## config.mk

```make
export PLATFORM = sky130hd
export DESIGN_NAME = fifo_axis_drain_flat
export DESIGN_NICKNAME = d
export VERILOG_FILES = /design/src/rtl/fifo_axis_drain_if.sv /design/src/rtl/fifo_axis_drain.sv /design/src/flat_wrapper.sv
export SDC_FILE = /design/constraint.sdc
export NUM_CORES = 1
export LEC_CHECK = 0
export BUFFER_PORTS_ARGS = -buffer_cell sky130_fd_sc_hd__buf_2
export CAP_MARGIN = 20
export CELL_PAD_IN_SITES_DETAIL_PLACEMENT = 1
export CELL_PAD_IN_SITES_GLOBAL_PLACEMENT = 1
export CORE_ASPECT_RATIO = 1.25
export CORE_UTILIZATION = 45
export DETAILED_ROUTE_END_ITERATION = 16
export GPL_TIMING_DRIVEN = 0
export PLACE_DENSITY = 0.82
export RECOVER_POWER = 100
export REMOVE_ABC_BUFFERS = 1
export SKIP_LAST_GASP = 1
export SLEW_MARGIN = 30
export SYNTH_ARGS = -nofsm -noshare
export SYNTH_HDL_FRONTEND = slang
export SYNTH_SLANG_ARGS = --single-unit
```

## constraint.sdc

```tcl
create_clock -name clk -period 2.7 [get_ports clk]
set_input_delay 0 -clock clk [delete_from_list [all_inputs] [get_ports clk]]
set_output_delay 0 -clock clk [all_outputs]
set_load 0.05 [all_outputs]
```

## src/rtl/fifo_axis_drain_if.sv

```systemverilog
// Handshake bundle between the FIFO read side, the drain and the AXI-Stream consumer.
interface fifo_axis_drain_if #(
  parameter int DATA_WIDTH = 8
);
  logic                  fifo_rd;
  logic [DATA_WIDTH-1:0] fifo_q;
  logic                  fifo_mty;
  logic                  m_tvalid;
  logic [DATA_WIDTH-1:0] m_tdata;
  logic                  m_tlast;
  logic                  m_tready;

  // Drain side: issues FIFO reads, sources the stream.
  modport master (
    output fifo_rd,
    input  fifo_q,
    input  fifo_mty,
    output m_tvalid,
    output m_tdata,
    output m_tlast,
    input  m_tready
  );

  // Environment side: the FIFO plus the downstream consumer.
  modport slave (
    input  fifo_rd,
    output fifo_q,
    output fifo_mty,
    input  m_tvalid,
    input  m_tdata,
    input  m_tlast,
    output m_tready
  );
endinterface

```

## src/rtl/fifo_axis_drain.sv

```systemverilog
// FIFO read-side drain: issues FIFO reads from registered occupancy only, absorbs the
// one-cycle FIFO read latency in a 3-entry skid buffer and frames the output stream
// into PKT_LEN-beat packets.
module fifo_axis_drain #(
  parameter int DATA_WIDTH = 8,
  parameter int PKT_LEN    = 16
) (
  input  logic                  clk,
  input  logic                  rst_n,
  fifo_axis_drain_if.master     bus,
  output logic [15:0]           pkt_cnt
);

  localparam int            BW        = (PKT_LEN > 1) ? $clog2(PKT_LEN) : 1;
  localparam logic [BW-1:0] LAST_BEAT = BW'(PKT_LEN - 1);

  typedef logic [1:0] ptr_t;

  ptr_t                  wr_ptr_q, wr_ptr_d;
  ptr_t                  rd_ptr_q, rd_ptr_d;
  logic [1:0]            occ_q, occ_d;
  logic                  inflight_q, inflight_d;
  logic [BW-1:0]         beat_cnt_q, beat_cnt_d;
  logic [15:0]           pkt_cnt_q, pkt_cnt_d;
  logic [DATA_WIDTH-1:0] mem_q [3];
  logic [DATA_WIDTH-1:0] mem_d [3];

  logic                  rd_issue;
  logic                  tvalid;
  logic                  tlast;
  logic                  accept;
  logic                  capture;
  logic [2:0]            pending;

  function automatic ptr_t ptr_inc(input ptr_t p);
    return (p == 2'd2) ? 2'd0 : p + 2'd1;
  endfunction

  // Read issue, stream outputs and handshake decode; all from registered state.
  always_comb begin
    pending  = {1'b0, occ_q} + {2'b00, inflight_q};
    rd_issue = rst_n & ~bus.fifo_mty & (pending < 3'd3);
    tvalid   = (occ_q != 2'd0);
    tlast    = tvalid & (beat_cnt_q == LAST_BEAT);
    accept   = tvalid & bus.m_tready;
    capture  = inflight_q;
  end

  assign bus.fifo_rd  = rd_issue;
  assign bus.m_tvalid = tvalid;
  assign bus.m_tlast  = tlast;
  assign bus.m_tdata  = tvalid ? mem_q[rd_ptr_q] : '0;
  assign pkt_cnt      = pkt_cnt_q;

  // Next-state for pointers, occupancy, in-flight flag, framing counters and buffer.
  always_comb begin
    wr_ptr_d   = capture ? ptr_inc(wr_ptr_q) : wr_ptr_q;
    rd_ptr_d   = accept  ? ptr_inc(rd_ptr_q) : rd_ptr_q;
    occ_d      = occ_q;
    inflight_d = rd_issue;
    beat_cnt_d = beat_cnt_q;
    pkt_cnt_d  = pkt_cnt_q;
    mem_d      = mem_q;

    case ({capture, accept})
      2'b10:   occ_d = occ_q + 2'd1;
      2'b01:   occ_d = occ_q - 2'd1;
      default: occ_d = occ_q;
    endcase

    if (capture) begin
      mem_d[wr_ptr_q] = bus.fifo_q;
    end

    if (accept) begin
      if (tlast) begin
        beat_cnt_d = '0;
        pkt_cnt_d  = pkt_cnt_q + 16'd1;
      end else begin
        beat_cnt_d = beat_cnt_q + {{(BW-1){1'b0}}, 1'b1};
      end
    end
  end

  // Control state register with asynchronous reset.
  always_ff @(posedge clk or negedge rst_n) begin
    if (!rst_n) begin
      wr_ptr_q   <= '0;
      rd_ptr_q   <= '0;
      occ_q      <= '0;
      inflight_q <= 1'b0;
      beat_cnt_q <= '0;
      pkt_cnt_q  <= '0;
    end else begin
      wr_ptr_q   <= wr_ptr_d;
      rd_ptr_q   <= rd_ptr_d;
      occ_q      <= occ_d;
      inflight_q <= inflight_d;
      beat_cnt_q <= beat_cnt_d;
      pkt_cnt_q  <= pkt_cnt_d;
    end
  end

  // Buffer storage; contents are masked by occupancy so they need no reset.
  always_ff @(posedge clk) begin
    mem_q <= mem_d;
  end

endmodule
```

## src/flat_wrapper.sv

```systemverilog
// flat-port wrapper written by rule: the top's interface ports become plain ports
module fifo_axis_drain_flat 
#(
  parameter int DATA_WIDTH = 8,
  parameter int PKT_LEN    = 16
)
  (clk, rst_n, pkt_cnt, bus_fifo_rd, bus_fifo_q, bus_fifo_mty, bus_m_tvalid, bus_m_tdata, bus_m_tlast, bus_m_tready);
  fifo_axis_drain_if #(.DATA_WIDTH(DATA_WIDTH)) bus_i ();
  input  logic clk;
  input  logic rst_n;
  output logic [15:0] pkt_cnt;
  output wire logic [$bits(bus_i.fifo_rd)-1:0] bus_fifo_rd;
  input wire logic [$bits(bus_i.fifo_q)-1:0] bus_fifo_q;
  input wire logic [$bits(bus_i.fifo_mty)-1:0] bus_fifo_mty;
  output wire logic [$bits(bus_i.m_tvalid)-1:0] bus_m_tvalid;
  output wire logic [$bits(bus_i.m_tdata)-1:0] bus_m_tdata;
  output wire logic [$bits(bus_i.m_tlast)-1:0] bus_m_tlast;
  input wire logic [$bits(bus_i.m_tready)-1:0] bus_m_tready;
  assign bus_fifo_rd = bus_i.fifo_rd;
  assign bus_i.fifo_q = bus_fifo_q;
  assign bus_i.fifo_mty = bus_fifo_mty;
  assign bus_m_tvalid = bus_i.m_tvalid;
  assign bus_m_tdata = bus_i.m_tdata;
  assign bus_m_tlast = bus_i.m_tlast;
  assign bus_i.m_tready = bus_m_tready;
  fifo_axis_drain #(.DATA_WIDTH(DATA_WIDTH), .PKT_LEN(PKT_LEN)) u_core (.clk(clk), .rst_n(rst_n), .bus(bus_i), .pkt_cnt(pkt_cnt));
endmodule
```

==> metrics.md <==
| Metric | Value |
|---|---|
| First-pass GRT wire length | 7270 um |
| Worst-Margin Slew | 1.40 ns |
| CP Class | flip-flop to primary output |
| Slowest stage delay, CP | 0.61 ns |
| Top_reg_cell synth | dfrtp_1 |
| Hold Fails Final Rpt | 0 |
| Worst r2r src | u_core.occ_q[0] |
| Post-layout instance area | 2600 sq um |
| Hold Crit Depth | 3 |
| Post-DP HPWL | 2960 um |
| Slowest stage cell, crit path | nor2b_1 |
| Placed insts | 272 |
| Port Buf Inserts | 38 |
| Hold Path Class | input port to flip-flop |
| CTS Buffer Depth | 2 |
| Leak pwr | 1.08 nW |
| Sequential area share after synthesis | 63.4% |
| H-tree levels | 2 |
| Final Max Tran Viols | 0 |
| CTS sink cnt | 51 |
| Worst rel slew slack | 6.74% |
| Area contributors post-synth | edfxtp_1 (33%), dfrtp_1 (31%), xnor2_1 (4.8%) |
| Final period utilization | 84.7% |
| Crit. End Element | primary output |
| Drt total wl | 4250 um |
| Worst Path Max Fanout | 11 |
| Cell Pwr Density | 1010 nW/um^2 |
| Worst Hold Launch | bus_m_tready |
| Seq cells post-synth | 51 |
| Reg2reg path depth | 6 |
| Clock Skews | 0.00712 ns |
| Grt total ovfl | 0 |
| Max Cap Viol | 0 |
| Ys async rst share | 52.9% |
| Min setup slack post-route | 0.412 ns |
| Clock Pin Slew Worst Setup and Hold Paths | 0.09 ns |
| Worst Setup Start Kind | flip-flop |
| GPL Wtd Cong | 0.750 |
| Final ANT Viol Nets | 0 |
| Delay-heaviest family, CP | simple AND/OR/NAND/NOR gates |
| Critical-path cell list | nor2b_1 > a21oi_1 > nor2_1 > clkbuf_1 |
| DRC Markers | 0 |
| Clk_lat worst skew | 0.30 ns |
| Number of global-route vias before repair | 1573 |
| Reg2Reg Setup Slack | 0.55 ns |
| Tmin final | 2.29 ns |
| Final non-filler cell total | 290 |
| Via Count | 1480 |
| Yosys cell types | 30 |
| Area after DPL | 2460 sq um |
| Share of layout cells above drive strength 1 | 5.22% |
| Post-synth EDFFs | 24 |
| # rows | 28 |
| Peak supply drop | 432 uV |
| Vias per cell | 5.10 |
| Area leader, netlist | edfxtp_1 |
| Chip Height | 80.2 um |
| Synth top area share | 32.7% |
| Num CTS Buffers | 5 |
| Top cells by count, synth | dfrtp_1 (27), nor2_1 (27), edfxtp_1 (24) |
| DP Worst Slack | 0.786 ns |
| Pin count of the biggest net entering global routing | 29 |
| Post-Synthesis Cells | 177 |
| Clock root cell | clkbuf_8 |
| RSZ-0062 raised after global routing | no |
| Yosys warns | 0 |
| Detailed Routing Iterations Pass 1 | 4 |
| I/O pin count | 39 |
| Die X | 64.6 um |
| Status | completed |
| Hold worst-path end | u_core.pkt_cnt[3] |
| RR Endpoint | u_core.occ_q[1] |
| # nets final | 246 |
| Critical Path AT | 2.29 ns |
| Final Setup Violations | 0 |
| Starting DRT DRC Count | 34 |
| Buf+Inv Stages, Crit Path | 1 |
| Gr usage total | 19.0% |
| Netlist Area Pre-Place | 2200 sq um |
| Core area | 4730 sq um |
| WL/cell | 14.7 um |
| Layout area overhead | 18.1% |
| Initial cell density of the core | 46.6% |
| Fmax | 437 MHz |
| CTS tree | built |
| Antenna cells | 0 |
| Initial antenna violation count | 0 |
| Die area | 5180 sq um |
| Syn_area_per_cell | 12.4 sq um |
| Worst Path Required | 2.70 ns |
[final cells by class]
| cell class | instances | area (sq um) |
|---|---|---|
| fill | 533 | 2130 |
| sequential | 51 | 1400 |
| multi-input combinational | 116 | 721 |
| tap | 60 | 75.1 |
| timing repair buffer | 48 | 246 |
| clock inverter | 3 | 67.6 |
| clock buffer | 5 | 68.8 |
| inverter | 7 | 26.3 |
[worst register-to-register path, cell delays in order (launching register included)]
cell      delay (ns)
dfrtp_1         0.48
o21ai_0         0.55
clkinv_1        0.35
ha_1            0.29
xnor2_1         0.16
nor2_1          0.07
xor2_1          0.14
[how the worst max path moves through the flow]
stage                       startpoint               end  slack, ns  cells past startpoint
CTS                    u_core.occ_q[0]       bus_fifo_rd       0.54                      4
detailed placement     u_core.occ_q[0]   u_core.occ_q[1]       0.79                      6
finish              u_core.rd_ptr_q[1]    bus_m_tdata[5]       0.41                      4
global route           u_core.occ_q[0]       bus_fifo_rd       0.23                      4
global placement        u_core.capture  u_core.mem_q[11]       0.81                      2
floorplan              u_core.occ_q[0]    u_core.capture      -1.14                      3
[sequential cells by signal, summed over array words and instances, names as in the netlist]
register           cells
u_core.rd_ptr_q        2
u_core.wr_ptr_q        2
u_core.capture         1
u_core.occ_q           2
u_core.mem_q          24
u_core.beat_cnt_q      4
u_core.pkt_cnt        16
[stage by stage]
step | util (%) | setup TNS (ns) | hold WS [ns] | total power, mW
global route | 55.0 | 0 | 0.0853 | 2.76
detailed placement | 52.1 | 0 | 0.0590 | 2.06
floorplan | - | -1.90 | -0.296 | 1.80
finish | 55.0 | 0 | 0.0451 | 2.62
CTS | 57.1 | 0 | 0.0631 | 2.69
global placement | 51.9 | 0 | 0.0503 | 2.01
[power by group]
group	internal, mW	switching [mW]
clock	0.369	0.245
sequential	0.948	0.161
combinational	0.247	0.648
total	1.56	1.05
[metal layers]
| layer | up-vias | share of wire [%] | GRT usage (%) |
|---|---|---|---|
| li1 | 712 | - | - |
| met1 | 729 | 43 | 22.0 |
| met2 | 34 | 53 | 33.7 |
| met3 | 5 | 3.4 | 4.12 |
| met4 | 0 | 1.5 | 8.00 |
| met5 | - | 0 | 0 |
[cell usage in the layout, fill, tap and decap left out]
master / synthesis / layout
dfrtp_1: 27 / 27
nor2b_1: 1 / 1
and3_1: 3 / 3
a21o_1: 2 / 2
ha_1: 5 / 5
and2_0: 0 / 1
nor3b_1: 1 / 1
nor2_1: 27 / 27
nand2_1: 18 / 18
clkbuf_8: 0 / 5
clkinvlp_4: 0 / 1
nand4_1: 2 / 4
and4_1: 2 / 2
nand3_1: 5 / 5
buf_2: 1 / 3
nor3_1: 1 / 3
edfxtp_1: 24 / 24
nor4_1: 0 / 1
o2111a_1: 0 / 1
clkinv_1: 0 / 1
dlygate4sd3_1: 0 / 10
xnor2_1: 12 / 12
mux2i_1: 8 / 8
xor2_1: 8 / 8
clkbuf_1: 2 / 35
bufinv_16: 0 / 2
mux2_2: 1 / 1
a21oi_1: 9 / 9
o21ai_0: 3 / 3
inv_1: 6 / 6
a2111oi_0: 1 / 1
[kinds of logic (layout without fill, tap and decap cells)]
kind of cell               after synthesis  count (layout)  share of synthesized area, %
muxes                                    9               9                          4.15
adders and majority gates                5               5                          2.84
and+or+nand+nor                         66              66                          15.2
AOI/OAI and AO/OA                       16              16                          4.72
xor gates and xnor gates                20              20                          7.95
DFF                                     51              51                          63.4
buffers and inverters                   10              63                          1.76
[timing repair]
action                                  4_1_cts  5_1_grt
setup buffers                                 0        0
endpoints found under the setup margin        0        0
hold buffers                                 10        0
resized for setup                             0        0
endpoints found under the hold margin        52        0
Power figures use the tool's default switching activity.
